**src/rtl/fetch_ctrl.sv**
```systemverilog
// Instruction-fetch sequencer: owns the PC, runs the imem request/grant/response
// handshake, holds each fetched word for the core and flags timeout/misaligned faults.
module fetch_ctrl #(
    parameter logic [31:0] RESET_PC = 32'h0000_0100,
    parameter int          TIMEOUT  = 15
) (
    input  logic        clk,
    input  logic        rst,
    output logic        imem_req,
    output logic [31:0] imem_addr,
    input  logic        imem_gnt,
    input  logic        imem_rvalid,
    input  logic [31:0] imem_rdata,
    output logic        inst_valid,
    output logic [31:0] inst,
    output logic [31:0] inst_pc,
    input  logic        inst_ready,
    input  logic        redirect_valid,
    input  logic [31:0] redirect_target,
    output logic        fault,
    output logic [31:0] instret
);

    localparam int CW = $clog2(TIMEOUT + 1);
    localparam logic [CW-1:0] WAIT_LAST = CW'(TIMEOUT - 1);

    typedef enum logic [2:0] {
        IDLE  = 3'd0,
        REQ   = 3'd1,
        WAIT  = 3'd2,
        VALID = 3'd3,
        FAULT = 3'd4
    } state_t;

    state_t          state_reg, state_next;
    logic [31:0]     pc_reg, pc_next;
    logic [31:0]     inst_reg, inst_next;
    logic [31:0]     instret_reg, instret_next;
    logic [CW-1:0]   wait_cnt_reg, wait_cnt_next;

    always_ff @(posedge clk or posedge rst) begin
        if (rst) begin
            state_reg <= IDLE;
        end else begin
            state_reg <= state_next;
        end
    end

    always_ff @(posedge clk or posedge rst) begin
        if (rst) begin
            pc_reg       <= RESET_PC;
            inst_reg     <= '0;
            instret_reg  <= '0;
            wait_cnt_reg <= '0;
        end else begin
            pc_reg       <= pc_next;
            inst_reg     <= inst_next;
            instret_reg  <= instret_next;
            wait_cnt_reg <= wait_cnt_next;
        end
    end

    always_comb begin
        state_next    = state_reg;
        pc_next       = pc_reg;
        inst_next     = inst_reg;
        instret_next  = instret_reg;
        wait_cnt_next = wait_cnt_reg;
        case (state_reg)
            IDLE: state_next = REQ;
            REQ: begin
                if (imem_gnt) begin
                    state_next    = WAIT;
                    wait_cnt_next = '0;
                end
            end
            WAIT: begin
                // A response on the last allowed cycle still wins over the timeout.
                if (imem_rvalid) begin
                    inst_next  = imem_rdata;
                    state_next = VALID;
                end else begin
                    wait_cnt_next = wait_cnt_reg + 1'b1;
                    if (wait_cnt_reg == WAIT_LAST) begin
                        state_next = FAULT;
                    end
                end
            end
            VALID: begin
                if (inst_ready) begin
                    if (!redirect_valid) begin
                        pc_next      = pc_reg + 32'd4;
                        instret_next = instret_reg + 32'd1;
                        state_next   = REQ;
                    end else if (redirect_target[1:0] == 2'b00) begin
                        pc_next      = redirect_target;
                        instret_next = instret_reg + 32'd1;
                        state_next   = REQ;
                    end else begin
                        state_next = FAULT;
                    end
                end
            end
            FAULT:   state_next = FAULT;
            default: state_next = IDLE;
        endcase
    end

    assign imem_req   = (state_reg == REQ);
    assign inst_valid = (state_reg == VALID);
    assign fault      = (state_reg == FAULT);
    assign imem_addr  = pc_reg;
    assign inst_pc    = pc_reg;
    assign inst       = inst_reg;
    assign instret    = instret_reg;

endmodule

```
**config.mk**
```make
export PLATFORM = sky130hd
export DESIGN_NAME = fetch_ctrl
export DESIGN_NICKNAME = d
export VERILOG_FILES = /design/src/rtl/fetch_ctrl.sv
export SDC_FILE = /design/constraint.sdc
export NUM_CORES = 1
export LEC_CHECK = 0
export CORE_UTILIZATION = 41
export CTS_BUF_LIST = sky130_fd_sc_hd__clkbuf_4 sky130_fd_sc_hd__clkbuf_8
export CTS_CLUSTER_SIZE = 10
export DETAILED_ROUTE_END_ITERATION = 8
export GPL_ROUTABILITY_DRIVEN = 0
export GPL_TIMING_DRIVEN = 0
export PLACE_DENSITY = 0.8
export SYNTH_ARGS = -nofsm -noshare
export SYNTH_HDL_FRONTEND = slang
export SYNTH_SLANG_ARGS = --single-unit
```
**constraint.sdc**
```tcl
create_clock -name clk -period 3.1 [get_ports clk]
set_input_delay 0.31 -clock clk [delete_from_list [all_inputs] [get_ports clk]]
set_output_delay 0.31 -clock clk [all_outputs]
set_load 0.05 [all_outputs]
```
## After elaboration in Yosys (flattened, before gate mapping)

Cells that the tools add are included.

| operators by class | value |
|---|---|
| add/subtract/negate cells | 3 |
| mux-type cells | 14 |
| equality and inequality tests | 10 |
| reductions and logical operators | 7 |

Operators with widths:

| operator | number |
|---|---|
| $mux W32 | 4 |
| $add A32 B1 Y32 const B | 1 |
| $add A32 B3 Y32 const B | 1 |
| $mux W3 | 6 |
| $pmux W3 S5 | 1 |
| $reduce_and A3 Y1 | 3 |
| $mux W4 | 2 |
| $pmux W4 S2 | 1 |
| $eq A3 B2 Y1 const B | 2 |
| $ne A2 B1 Y1 const B | 3 |
| $add A4 B1 Y4 const B | 1 |
| $eq A4 B4 Y1 const B | 1 |
| $eq A3 B1 Y1 const B | 1 |
| $eq A3 B3 Y1 const B | 1 |
| $logic_not A3 Y1 | 1 |
| $ne A3 B3 Y1 const B | 1 |
| $logic_not A2 Y1 | 1 |
| $ne A2 B2 Y1 const B | 1 |
| $reduce_and A2 Y1 | 1 |
| $reduce_bool A2 Y1 | 1 |

| word-level totals | value |
|---|---|
| logic and storage cells | 39 |
| output and inout bits | 131 |
| bits of input ports | 70 |
| register bits | 103 |

## Logic depth before layout (Yosys ltp)

| depth | value |
|---|---|
| depth after elaboration | 5 |
| mapped depth | 7 |
| depth with buffers taken out | 6 |

## Worst setup path before layout

Ideal clock, no wire load.

| path | value |
|---|---|
| path kind | register -> register |
| start | reg instret_reg[0], in the netlist instret[0] |
| end | reg instret_reg[20], in the netlist instret[20] |
| arrival | 2.295 ns |
| data required time | 2.960 ns |
| stages on the path, launching flop included | 8 |
| library setup time | 0.140 ns |
| path slack | 0.665 ns |
| clock period less this slack | 2.435 ns |
| buffers on the path | 1 |
| cells stage by stage | dfrtp_1 -> ha_1 -> nand2_1 -> or2_1 -> or3_1 -> buf_2 -> or4_4 -> xnor2_2 |

| between the ends | value |
|---|---|
| cells in the longest elaborated chain, start to end | 3 |

RTL lines:

| what | line | text |
|---|---|---|
| start, declared | 38 | `logic [31:0] instret_reg, instret_next;` |
| start signal, assigned | 58 | `instret_reg <= instret_next;` |
| $add A32 B1 Y32 * | 93, 97 |  |
| $mux W32 | 95 | `end else if (redirect_target[1:0] == 2'b00) begin` |
| $mux W32 * | 91 | `if (!redirect_valid) begin` |

Every way passes the cells marked *; elsewhere a longest branch is shown, timed or not. The select of a mux whose other input is x is not followed.
A chain may end at the register's enable or synchronous reset.

## Worst setup path in the final report

| path | value |
|---|---|
| start | in inst_ready |
| end | reg pc_reg[19], in the netlist imem_addr[19] |

| between the ends | value |
|---|---|
| cells in the longest elaborated chain, start to end | 1 |

RTL lines:

| what | line | text |
|---|---|---|
| start, declared | 17 | `input logic inst_ready,` |
| $reduce_and A3 Y1 (no line) | -- |  |
| end signal, assigned | 56 | `pc_reg <= pc_next;` |
| end, declared | 36 | `logic [31:0] pc_reg, pc_next;` |

No other way between the ends.

==> results.py <==
metrics = {
    "logic_synthesis": {
        "synth_nets": 598,
        "synth_compound_area_share_pct": 10.0,
        "yosysWarnings": 0,
        "synth_ff_type": "dfrtp_1",
        "synth_xor_area_share_pct": 5.25,
        "synthesis.area_sq_mm": 0.00532,
        "synth-edff-count": 0,
        "async_flop_share_pct": 100,
        "synth_seq_cells": 103,
        "synth_fa_ha_area_share_pct": 0.942,
        "synth_simple_gate_area_share_pct": 19.0,
        "syn_area_per_cell_sq_um": 10.1,
        "synth_mux_area_share_pct": 9.06,
        "postSynthCellCount": 524,
        "synth_top_family_by_area": "simple AND/OR/NAND/NOR gates",
        "ys_seq_area_share_pct": 48.5,
        "synth_cell_type_count": 57,
    },
    "global_routing": {
        "grt_pass1_wl_um": 23000,
        "grt_pass1_vias": 4612,
        "grt_antenna_before_repair": 0,
        "grt_usage_pct": 22.2,
        "overflow": 0,
        "grt_max_degree": 64,
    },
    "floorplan": {
        "ioPinCount": 201,
        "die_area_sq_mm": 0.0134,
        "die_x_um": 116,
        "num_rows": 41,
        "initial_core_util_pct": 42.1,
        "core_sq_mm": 0.0126,
        "die_h_um": 116,
    },
    "timing": {
        "fin_crit_ns": 2.61,
        "max_freq_ghz": 0.383,
        "slew_viol_final": 0,
        "finalSetupViolCount": 0,
        "fin_crit_sh_pct": 84.1,
        "tns_ns": 0,
        "timing.slew.headroom_pct": 26.0,
        "fin_skew_ns": 0.0159,
        "worst_slew_pin_slew_ns": 1.09,
        "grt_setup_unrepaired": "no",
        "fin_ws_ns": 0.492,
        "hold_violations": 0,
    },
    "critical_path": {
        "cp_top_family": "simple AND/OR/NAND/NOR gates",
        "worst_ep_arrival_time_ns": 2.87,
        "cpPeakStageDelay_ns": 0.65,
        "cpMostUsedCell": "nor2_1",
        "critPathCaptureType": "flip-flop",
        "path_cells": "clkdlybuf4s50_1 -> nand4b_2 -> nor2_1 -> nand2_1 -> clkbuf_1 -> o22ai_1 -> nor2_1",
        "crit_type": "primary input to flip-flop",
        "rr_startpoint": "state_reg[2]",
        "worst-path-buf-inv": 2,
        "start_kind": "primary input",
        "required_ns": 3.36,
        "worst-path-max-fanout": 10,
        "reg2reg_to": "imem_addr[19]",
        "rrSetupSlack_ns": 0.49,
        "crit_slowest_cell": "nor2_1",
        "r2r_cells": 6,
    },
    "place": {
        "dp.cells": 897,
        "place_ws_ns": 0.196,
        "place.port_buffers": 200,
        "dp_hpwl_um": 10900,
    },
    "layout": {
        "antenna_cells": 0,
        "most-common-layout-cells": "clkdlybuf4s50_1 (200), dfrtp_1 (102), nand2_1 (44)",
        "layout-drive-gt1-share_pct": 13.2,
        "final_common_cell": "clkdlybuf4s50_1",
        "finish.cell_count_without_fillers": 913,
        "area_delta_synth_final_pct": 46.5,
        "nets": 810,
    },
    "clock_tree": {
        "clk_path_buf_depth": 2,
        "cts_hold_buf": 0,
        "cts-root-buf": "clkbuf_8",
        "h-tree-depth": 3,
        "worstSkewPairLatency_ns": 0.38,
        "cts_setup_buffers": 0,
        "cts_buffers": 9,
        "clock_sinks": 103,
        "tritoncts": "done",
        "cts.reportedPaths.clkPinSlew_ns": 0.09,
        "cts-resized-gates": 0,
    },
    "drt": {
        "wl_per_cell_um": 16.1,
        "wirelength_um": 14700,
        "route.vias.total": 4921,
        "ant_nets": 0,
        "drt_iter0_markers": 322,
        "dr.pass1.iters": 6,
        "drc": 0,
        "vias_per_cell": 5.39,
    },
    "min_path": {
        "hp-class": "primary input to asynchronous set/reset pin",
    },
    "power_and_ir_drop": {
        "total_power_mw": 6.62,
        "leakagePower_nw": 3.26,
        "powerDensity_mw_per_mm2": 850,
        "peakVddDrop_v": 0.000888,
    },
    "job": {
        "drv_cap": 0,
    },
    "outcome": {
        "status": "finished, final reports clean",
    },
}
[worst max path at each step]
stage                 startpoint            end  slack, ns  depth (start not counted)
floorplan                    rst   imem_addr[0]       0.09                          1
global placement             rst   imem_addr[9]      -1.46                          2
detailed placement    inst_ready  imem_addr[19]       0.20                          7
CTS                  instret[10]    instret[28]       0.51                          5
global route        state_reg[2]  imem_addr[12]       0.30                          6
finish                inst_ready  imem_addr[19]       0.49                          7
[area by class of cell]
class                           count  area (sq um)
Fill cell                        1098          4830
Buffer                             56           337
Clock buffer                       11           145
Multi-Input combinational cell    353          2350
Sequential cell                   103          2580
Tap cell                          172           215
Timing Repair Buffer              201          2030
Clock inverter                      5          81.3
Inverter                           12          47.5
[layer usage]
metal / part of all wire (%) / track usage, % / vias up
met3: 8.0 / 5.49 / 36
met1: 41 / 28.3 / 2368
li1: - / - / 2271
met5: 0 / 0 / -
met4: 3.1 / 10.9 / 0
met2: 48 / 35.2 / 246
[synthesized netlist by cell type, types with 2 or more instances]
cell type  count  share of area [%]
dfrtp_1      102                 48
nand2_1       44                3.1
nor2_1        34                2.4
mux2_2        33                7.0
buf_4         32                4.5
nand3_1       24                2.3
a21oi_1       21                2.0
nand4_1       18                2.1
xnor2_1       18                3.0
nor3_1        17                1.6
clkbuf_1      16                1.1
and3_1        14                1.6
o22ai_1       14                1.6
o21ai_0       13                1.2
inv_1         12               0.85
xor2_1        12                2.0
mux2i_1       11                2.1
a31oi_1        7               0.82
or3_1          6               0.71
and2_1         5               0.59
and4_1         5               0.82
buf_2          5               0.47
a211oi_1       4               0.56
a311oi_1       4               0.66
ha_1           4               0.94
nor4_1         4               0.47
a221o_1        3               0.56
buf_1          3               0.21
nand3b_1       3               0.42
nor3b_1        3               0.42
a22oi_1        2               0.28
nor2b_1        2               0.24
o21a_1         2               0.28
o22a_1         2               0.33
o31ai_1        2               0.28
or3b_2         2               0.33
[report_power, final]
group / total, mW / internal, mW / switching, mW
clock: 0.955 / 0.486 / 0.468
sequential: 2.05 / 1.70 / 0.341
combinational: 3.62 / 1.36 / 2.26
total: 6.62 / 3.55 / 3.07
[per-stage QoR]
stage | instance area [sq um] | utilization [%] | hold slack (ns)
6_report | 7790 | 61.7 | 0.339
4_1_cts | 7790 | 61.7 | 0.335
3_3_place_gp | 7530 | 59.7 | 0.460
5_1_grt | 7790 | 61.7 | 0.379
3_5_place_dp | 7560 | 59.9 | 0.470
2_1_floorplan | 5320 | - | 0.449
[kinds of logic after synthesis]
logic type / Yosys count
flip-flops: 103
AND/OR/NAND/NOR: 191
adder cells (fa/ha/maj): 4
buffers and inverters: 68
XOR/XNOR: 31
AO/OA/AOI/OAI: 83
multiplexers: 44
Power figures use the tool's default switching activity.
